File: src/rtl/lsu_byte_master.sv
// Byte-serial load/store initiator: splits one MEM-stage access into little-endian byte beats.
// Optional macro LSU_MISALIGN_SPLIT_EN lets misaligned halfword/word accesses run as byte beats.
module lsu_byte_master #(
    parameter int unsigned ADDR_W      = 32,
    parameter int unsigned ACK_TIMEOUT = 15
) (
    input  logic              clk,
    input  logic              rst,
    input  logic              req_valid,
    output logic              req_ready,
    input  logic [1:0]        req_wr,
    input  logic [3:0]        req_rd,
    input  logic [ADDR_W-1:0] req_addr,
    input  logic [31:0]       req_wdata,
    output logic              busy,
    output logic              done,
    output logic              err,
    output logic [31:0]       rdata,
    output logic [ADDR_W-1:0] mem_addr,
    output logic              mem_re,
    output logic              mem_we,
    output logic [7:0]        mem_wdata,
    input  logic [7:0]        mem_rdata,
    input  logic              mem_ack
);
    localparam logic [1:0] DMWR_NOP = 2'b00;
    localparam logic [1:0] DMWR_SW  = 2'b01;
    localparam logic [1:0] DMWR_SH  = 2'b10;
    localparam logic [3:0] DMRD_NOP = 4'b0000;
    localparam logic [3:0] DMRD_LW  = 4'b0001;
    localparam logic [3:0] DMRD_LH  = 4'b0010;
    localparam logic [3:0] DMRD_LHU = 4'b0011;
    localparam logic [3:0] DMRD_LB  = 4'b0100;
    localparam logic [3:0] DMRD_LBU = 4'b0101;

    typedef enum logic [1:0] {StIdle, StAccess, StDone} state_e;

    state_e            state_q, state_d;
    logic              is_ld_q, is_ld_d;
    logic [3:0]        rd_q, rd_d;
    logic [ADDR_W-1:0] addr_q, addr_d;
    logic [31:0]       wdata_q, wdata_d;
    logic [1:0]        k_q, k_d;
    logic [1:0]        last_q, last_d;
    logic              gap_q, gap_d;
    logic [31:0]       tmo_q, tmo_d;
    logic [31:0]       buf_q, buf_d;
    logic              err_q, err_d;
    logic [31:0]       rdata_q, rdata_d;

    logic       in_ld, in_st, in_word, in_half, in_fault, strobe;
    logic [1:0] in_last;
    logic [31:0] ld_word, ld_ext;

    always_comb begin
        in_ld   = (req_rd != DMRD_NOP);
        in_st   = (req_wr != DMWR_NOP);
        in_word = (req_rd == DMRD_LW) || (req_wr == DMWR_SW);
        in_half = (req_rd == DMRD_LH) || (req_rd == DMRD_LHU) || (req_wr == DMWR_SH);
        in_last = in_word ? 2'd3 : (in_half ? 2'd1 : 2'd0);
        in_fault = (in_ld && in_st) || (req_rd > DMRD_LBU);
`ifndef LSU_MISALIGN_SPLIT_EN
        if ((in_half && req_addr[0]) || (in_word && (req_addr[1:0] != 2'b00))) begin
            in_fault = 1'b1;
        end
`endif
    end

    // Final load word includes the byte arriving with the last ack.
    always_comb begin
        ld_word = buf_q;
        ld_word[{k_q, 3'b000} +: 8] = mem_rdata;
        unique case (rd_q)
            DMRD_LB:  ld_ext = {{24{ld_word[7]}}, ld_word[7:0]};
            DMRD_LBU: ld_ext = {24'b0, ld_word[7:0]};
            DMRD_LH:  ld_ext = {{16{ld_word[15]}}, ld_word[15:0]};
            DMRD_LHU: ld_ext = {16'b0, ld_word[15:0]};
            default:  ld_ext = ld_word;
        endcase
    end

    assign strobe = (state_q == StAccess) && !gap_q;

    always_comb begin
        state_d = state_q;
        is_ld_d = is_ld_q;
        rd_d    = rd_q;
        addr_d  = addr_q;
        wdata_d = wdata_q;
        k_d     = k_q;
        last_d  = last_q;
        gap_d   = gap_q;
        tmo_d   = tmo_q;
        buf_d   = buf_q;
        err_d   = err_q;
        rdata_d = rdata_q;
        unique case (state_q)
            StIdle: begin
                if (req_valid && (in_ld || in_st)) begin
                    is_ld_d = in_ld;
                    rd_d    = req_rd;
                    addr_d  = req_addr;
                    wdata_d = req_wdata;
                    last_d  = in_last;
                    k_d     = 2'd0;
                    gap_d   = 1'b0;
                    tmo_d   = 32'd0;
                    err_d   = in_fault;
                    state_d = in_fault ? StDone : StAccess;
                end
            end
            StAccess: begin
                if (gap_q) begin
                    gap_d = 1'b0;
                end else if (mem_ack) begin
                    tmo_d = 32'd0;
                    buf_d = ld_word;
                    if (k_q == last_q) begin
                        state_d = StDone;
                        if (is_ld_q) begin
                            rdata_d = ld_ext;
                        end
                    end else begin
                        k_d   = k_q + 2'd1;
                        gap_d = 1'b1;
                    end
                end else if ((ACK_TIMEOUT != 0) && (tmo_q == ACK_TIMEOUT - 1)) begin
                    err_d   = 1'b1;
                    state_d = StDone;
                end else begin
                    tmo_d = tmo_q + 32'd1;
                end
            end
            StDone: begin
                state_d = StIdle;
            end
            default: state_d = StIdle;
        endcase
    end

    always_ff @(posedge clk) begin
        if (rst) begin
            state_q <= StIdle;
            is_ld_q <= 1'b0;
            rd_q    <= DMRD_NOP;
            addr_q  <= '0;
            wdata_q <= 32'd0;
            k_q     <= 2'd0;
            last_q  <= 2'd0;
            gap_q   <= 1'b0;
            tmo_q   <= 32'd0;
            buf_q   <= 32'd0;
            err_q   <= 1'b0;
            rdata_q <= 32'd0;
        end else begin
            state_q <= state_d;
            is_ld_q <= is_ld_d;
            rd_q    <= rd_d;
            addr_q  <= addr_d;
            wdata_q <= wdata_d;
            k_q     <= k_d;
            last_q  <= last_d;
            gap_q   <= gap_d;
            tmo_q   <= tmo_d;
            buf_q   <= buf_d;
            err_q   <= err_d;
            rdata_q <= rdata_d;
        end
    end

    assign req_ready = (state_q == StIdle);
    assign busy      = !req_ready;
    assign done      = (state_q == StDone);
    assign err       = done && err_q;
    assign rdata     = rdata_q;
    assign mem_re    = strobe && is_ld_q;
    assign mem_we    = strobe && !is_ld_q;
    assign mem_addr  = (state_q == StAccess) ? addr_q + ADDR_W'(k_q) : '0;
    assign mem_wdata = ((state_q == StAccess) && !is_ld_q) ? wdata_q[{k_q, 3'b000} +: 8] : 8'd0;

endmodule

File: config.mk
export PLATFORM = sky130hd
export DESIGN_NAME = lsu_byte_master
export DESIGN_NICKNAME = d
export VERILOG_FILES = /design/src/rtl/lsu_byte_master.sv
export SDC_FILE = /design/constraint.sdc
export NUM_CORES = 1
export LEC_CHECK = 0
export CAP_MARGIN = 10
export CORE_UTILIZATION = 57
export DETAILED_ROUTE_END_ITERATION = 8
export PLACE_DENSITY = 0.86
export SLEW_MARGIN = 10
export SYNTH_ARGS = -nofsm -noshare
export SYNTH_HDL_FRONTEND = slang
export SYNTH_SLANG_ARGS = --single-unit
File: constraint.sdc
create_clock -name clk -period 7.7 [get_ports clk]
set_clock_uncertainty 0.15 [all_clocks]
set_input_delay 1.155 -clock clk [delete_from_list [all_inputs] [get_ports clk]]
set_output_delay 1.155 -clock clk [all_outputs]
set_load 0.05 [all_outputs]
After elaboration in Yosys (flattened, before gate mapping)
Index checks and enable logic that the tools add are counted.
- register bits: 173
- input bits: 82
- output and inout port bits: 78
- word-level logic and storage cells: 108
- add/sub/neg operators: 4
- order comparisons: 1
- eq/ne operators: 22
- shift operators: 3
- muxes and demuxes: 34
- bitwise logic cells: 1
- reductions and logical operators: 31
- operators with widths (cell ; count):
    32-bit two-way mux ; 5
    32-bit one-hot mux with 4 select lines ; 1
    32-bit one-hot mux with 2 select lines ; 1
    32-bit by 1-bit adder with 32-bit output, second input constant ; 1
    32-bit by 2-bit adder with 32-bit output ; 1
    32-bit bitwise mux ; 1
    32-bit by 4-bit equality test with 1-bit output, second input constant ; 1
    8-bit by 7-bit variable shift with 32-bit output, first input constant ; 1
    32-bit by 6-bit variable part select with 8-bit output ; 1
    8-bit by 7-bit variable part select with 32-bit output ; 1
    2-bit two-way mux ; 11
    4-bit by 2-bit equality test with 1-bit output, second input constant ; 4
    5-bit AND reduction ; 3
    1-bit two-way mux ; 10
    2-bit inequality test, second input constant ; 5
    1-bit logical AND ; 9
    3-bit inequality test, second input constant ; 3
    4-bit by 3-bit equality test with 1-bit output, second input constant ; 2
    8-bit two-way mux ; 1
    2-bit one-hot mux with 2 select lines ; 2
    4-bit AND reduction ; 2
    5-bit negation with 7-bit output ; 1
    1-bit logical OR ; 6
    2-bit nonzero test ; 3
    other kinds (14) ; 20

Longest topological paths before layout
- word-level depth: 9
- depth in mapped cells: 10
- gate-level depth less buffers: 7

Least setup slack after synthesis
No wires, ideal clock.
- path type: reg2out
- start point: register k_q[0]
- end point: output port mem_addr[26]
- arrival: 2474 ps
- required time: 6395 ps
- path slack: 3921 ps
- cell stages (with the launch flop): 9
- buffers on the path: 1
- cells stage by stage: dfxtp_1 -> ha_1 -> fa_1 -> nand3_1 -> or2_2 -> clkbuf_1 -> nor4_1 -> xnor2_1 -> nor2_1
- longest elaborated chain between the ends: 2
- ends and longest elaborated chain (item ; RTL line ; text):
    start, declared ; 43 ; logic [1:0] k_q, k_d;
    start signal, assigned ; 161 ; k_q <= k_d;
    32-bit by 2-bit adder with 32-bit output ; 178 ; assign mem_addr = (state_q == StAccess) ? addr_q + ADDR_W'(k_q) : '0;
    32-bit two-way mux ; 178 ;
    end, declared ; 19 ; output logic [ADDR_W-1:0] mem_addr,
Every way passes these cells.

Worst setup path after layout
Same ends and word-level chain as after synthesis.

==> flow_summary_export.csv <==
group,metric,value,unit
final_layout,fin_nets,1295,
logic_synthesis,synth_seq_area_share,39.8,%
logic_synthesis,ys_types,68,
outcome,run_status,"finished, violations left",
logic_synthesis,yosys-top-cells-count,"189 x nand2_1, 173 x dfxtp_1, 123 x a21oi_1",
clock_tree,cts-resized-gates,0,
logic_synthesis,ys_seq_elements,173,
power_and_ir_drop,power.density,187,nW/µm²
setup_path,slowest_stage,"dfxtp_1",
setup_path,worstPathArrival,3.75,ns
global_routing,grt_max_degree,105,
sta,tightest_slew,1.06,ns
die,coreArea,14700,µm²
logic_synthesis,netlist_area,8700,µm²
sta,hold_viol,0,
routing,wl_per_cell,16.9,µm
routing,via_count,8585,
clock_tree,cts_tree,"built",
placement,numPortBuffers,159,
global_routing,antenna_found_initial,1,
logic_synthesis,async_flop_share,0,%
setup_path,cpPeakStageDelay,0.88,ns
routing,antenna_left,0,
clock_tree,insertion_delay,0.44,ns
logic_synthesis,ys_top_cells_by_area,"dfxtp_1 40%, nand2_1 8.2%, a21oi_1 7.1%",
die,dieArea,15800,µm²
clock_tree,htree_levels,4,
die,ios,160,
sta,final-max-slew-violation-count,0,
logic_synthesis,synthFlopType,"dfxtp_1",
sta,setup_viol,0,
power_and_ir_drop,p_leak,3.61,nW
sta,max_freq,198,MHz
setup_path,worstPathMaxFanout,17,
setup_path,path_class,"flip-flop to output port",
final_layout,area_delta_synth_final,25.3,%
logic_synthesis,synth_warnings,0,
logic_synthesis,synth_most_common_cell,"nand2_1",
sta,rsz0062_at_grt,"false",
routing,wl,23700,µm
power_and_ir_drop,finalPower,2.03,mW
sta,period_minus_slack,5.05,ns
global_routing,grt_pass1_vias,7905,
logic_synthesis,synth_top_area_share,39.8,%
logic_synthesis,yosysTopAreaCell,"dfxtp_1",
die,die_w,126,µm
die,start_util,59.2,%
setup_path,cp-start-kind,"flip-flop",
sta,slew_headroom,29.1,%
power_and_ir_drop,peakVddDrop,0.000179,V
die,die_height,126,µm
routing,drtIter0Drc,931,
routing,vias_per_cell,6.12,
clock_tree,postCtsSetupRepairBufs,0,
routing,firstDrtPassIters,9,
final_layout,drive_above_1_share,6.49,%
setup_path,cp_num_buf_inv,1,
sta,period_share,65.6,%
clock_tree,clkSlewWorstSetupHoldPaths,0.07,ns
global_routing,grt_use_total,30.5,%
global_routing,grt-ovfl-total,0,
clock_tree,clock-root-buffer,"clkbuf_16",
setup_path,crit_chain,"ha_1, fa_1, nand3_1, or2_2, nor4_1, xnor2_1, nor2_1, clkdlybuf4s50_1",
setup_path,end_kind,"output port",
outcome,violations,"DRC",
clock_tree,numClockSinks,173,
clock_tree,cts_hold_buf,0,
logic_synthesis,syn_nets,1184,
sta,setup_ws,2.65,ns
sta,finalSetupTns,0,ns
clock_tree,cts_buffers,17,
routing,drc_errors,11,
setup_path,critPathTopFamily,"simple AND/OR/NAND/NOR gates",
placement,place_congestion,0.854,
final_layout,fillers,1056,
placement,place_ws,3.06,ns
placement,dpl.hpwl,16000,µm
sta,whs,0.304,ns
logic_synthesis,syn-instance-count,1093,
run,max-cap-violations,0,
logic_synthesis,synth_edf_count,0,
min_path,hp-class,"flip-flop to flip-flop",
setup_path,cp.required,6.39,ns
die,num_rows,44,
global_routing,grt_pass1_wl,38700,µm
clock_tree,cts.path.max_buffers,2,
logic_synthesis,syn_area_per_cell,7.96,µm²
[metrics by stage]
step                instance area, µm²  cells  util (%)
floorplan                         8700   1093         -
global placement                 10300   1369      70.1
detailed placement               10300   1369      70.1
CTS                              10900   1401      74.1
global route                     10900   1402      74.1
finish                           10900   1402      74.1
[logic make-up (layout without fill, tap and decap cells)]
logic type | Yosys count | count (layout) | synth area share (%)
AND/OR/NAND/NOR | 519 | 519 | 29.6
buffers and inverters | 97 | 221 | 4.63
other | 0 | 1 | 0
AO/OA/AOI/OAI | 249 | 249 | 18.6
adder cells (fa/ha/maj) | 9 | 9 | 1.38
multiplexers | 13 | 13 | 2.65
XOR/XNOR | 33 | 33 | 3.32
flip-flops | 173 | 173 | 39.8
[path summary, 6_finish.rpt]
check                            startpoint  slack [ns]           end  cells after the start
worst max register to register   state_q[0]        4.10     rdata[25]                      7
worst max-delay path                 k_q[0]        2.65  mem_addr[26]                      8
worst min register to register  wdata_q[29]        0.30   wdata_q[29]                      2
worst min-delay path            wdata_q[29]        0.30   wdata_q[29]                      2
[cells in the final DEF (no fill, tap or decap), types with 3 or more instances in the layout]
cell and instances:
clkdlybuf4s50_1 158, a211oi_1 36, nand4_1 20, a22o_1 17, clkinvlp_4 3, buf_4 11
a21oi_1 123, inv_1 19, nor3_1 21, mux4_2 8, nand3_1 31, nor4_1 16
and2_1 7, ha_1 8, nand2b_1 23, nand2_1 189, or4_1 15, inv_6 7
a21o_1 3, and3_1 11, a311oi_1 22, and4_1 7, xnor2_1 21, nor2b_1 19
clkbuf_16 17, o21ai_0 8, dfxtp_1 173, o31ai_1 21, a31oi_1 4, mux2i_1 5
nor3b_1 4, nand3b_1 4, or2_2 4, nor2_1 120, xor2_1 12, nor4_2 6
[state kept, by name, summed over array words and instances (netlist names)]
| name | count |
|---|---|
| gap_q | 1 |
| buf_q | 32 |
| k_q | 2 |
| tmo_q | 32 |
| rd_q | 4 |
| last_q | 2 |
| err_q | 1 |
| state_q | 2 |
| wdata_q | 32 |
| is_ld_q | 1 |
| rdata | 32 |
| addr_q | 32 |
[power breakdown]
group / internal (mW) / switching (mW)
clock: 0.492 / 0.379
combinational: 0.0878 / 0.121
sequential: 0.925 / 0.0283
total: 1.51 / 0.528
[area by class of cell]
cell class	count	area [µm²]	share of cell area (%)
timing repair buffer	169	1660	15.3
sequential	173	3460	31.8
multi-input combinational	823	4870	44.7
antenna	1	2.50	0.0230
clock inverter	14	154	1.41
tap	184	230	2.11
clock buffer	18	439	4.03
inverter	20	75.1	0.689
[routing by layer]
layer	vias to the layer above	wire length, µm	GRT usage, %
li1	4125	-	-
met1	3960	10100	39.9
met2	421	10700	47.1
met3	79	1970	7.02
met4	0	899	15.7
met5	-	0	0
[worst register-to-register path, delay by kind of cell, from the launching register on]
kind	cells	cell delay, ns
compound gates	3	1.00
buf+inv	2	0.95
simple gates	2	0.68
flops	1	0.66
(Power assumes the default switching activity.)
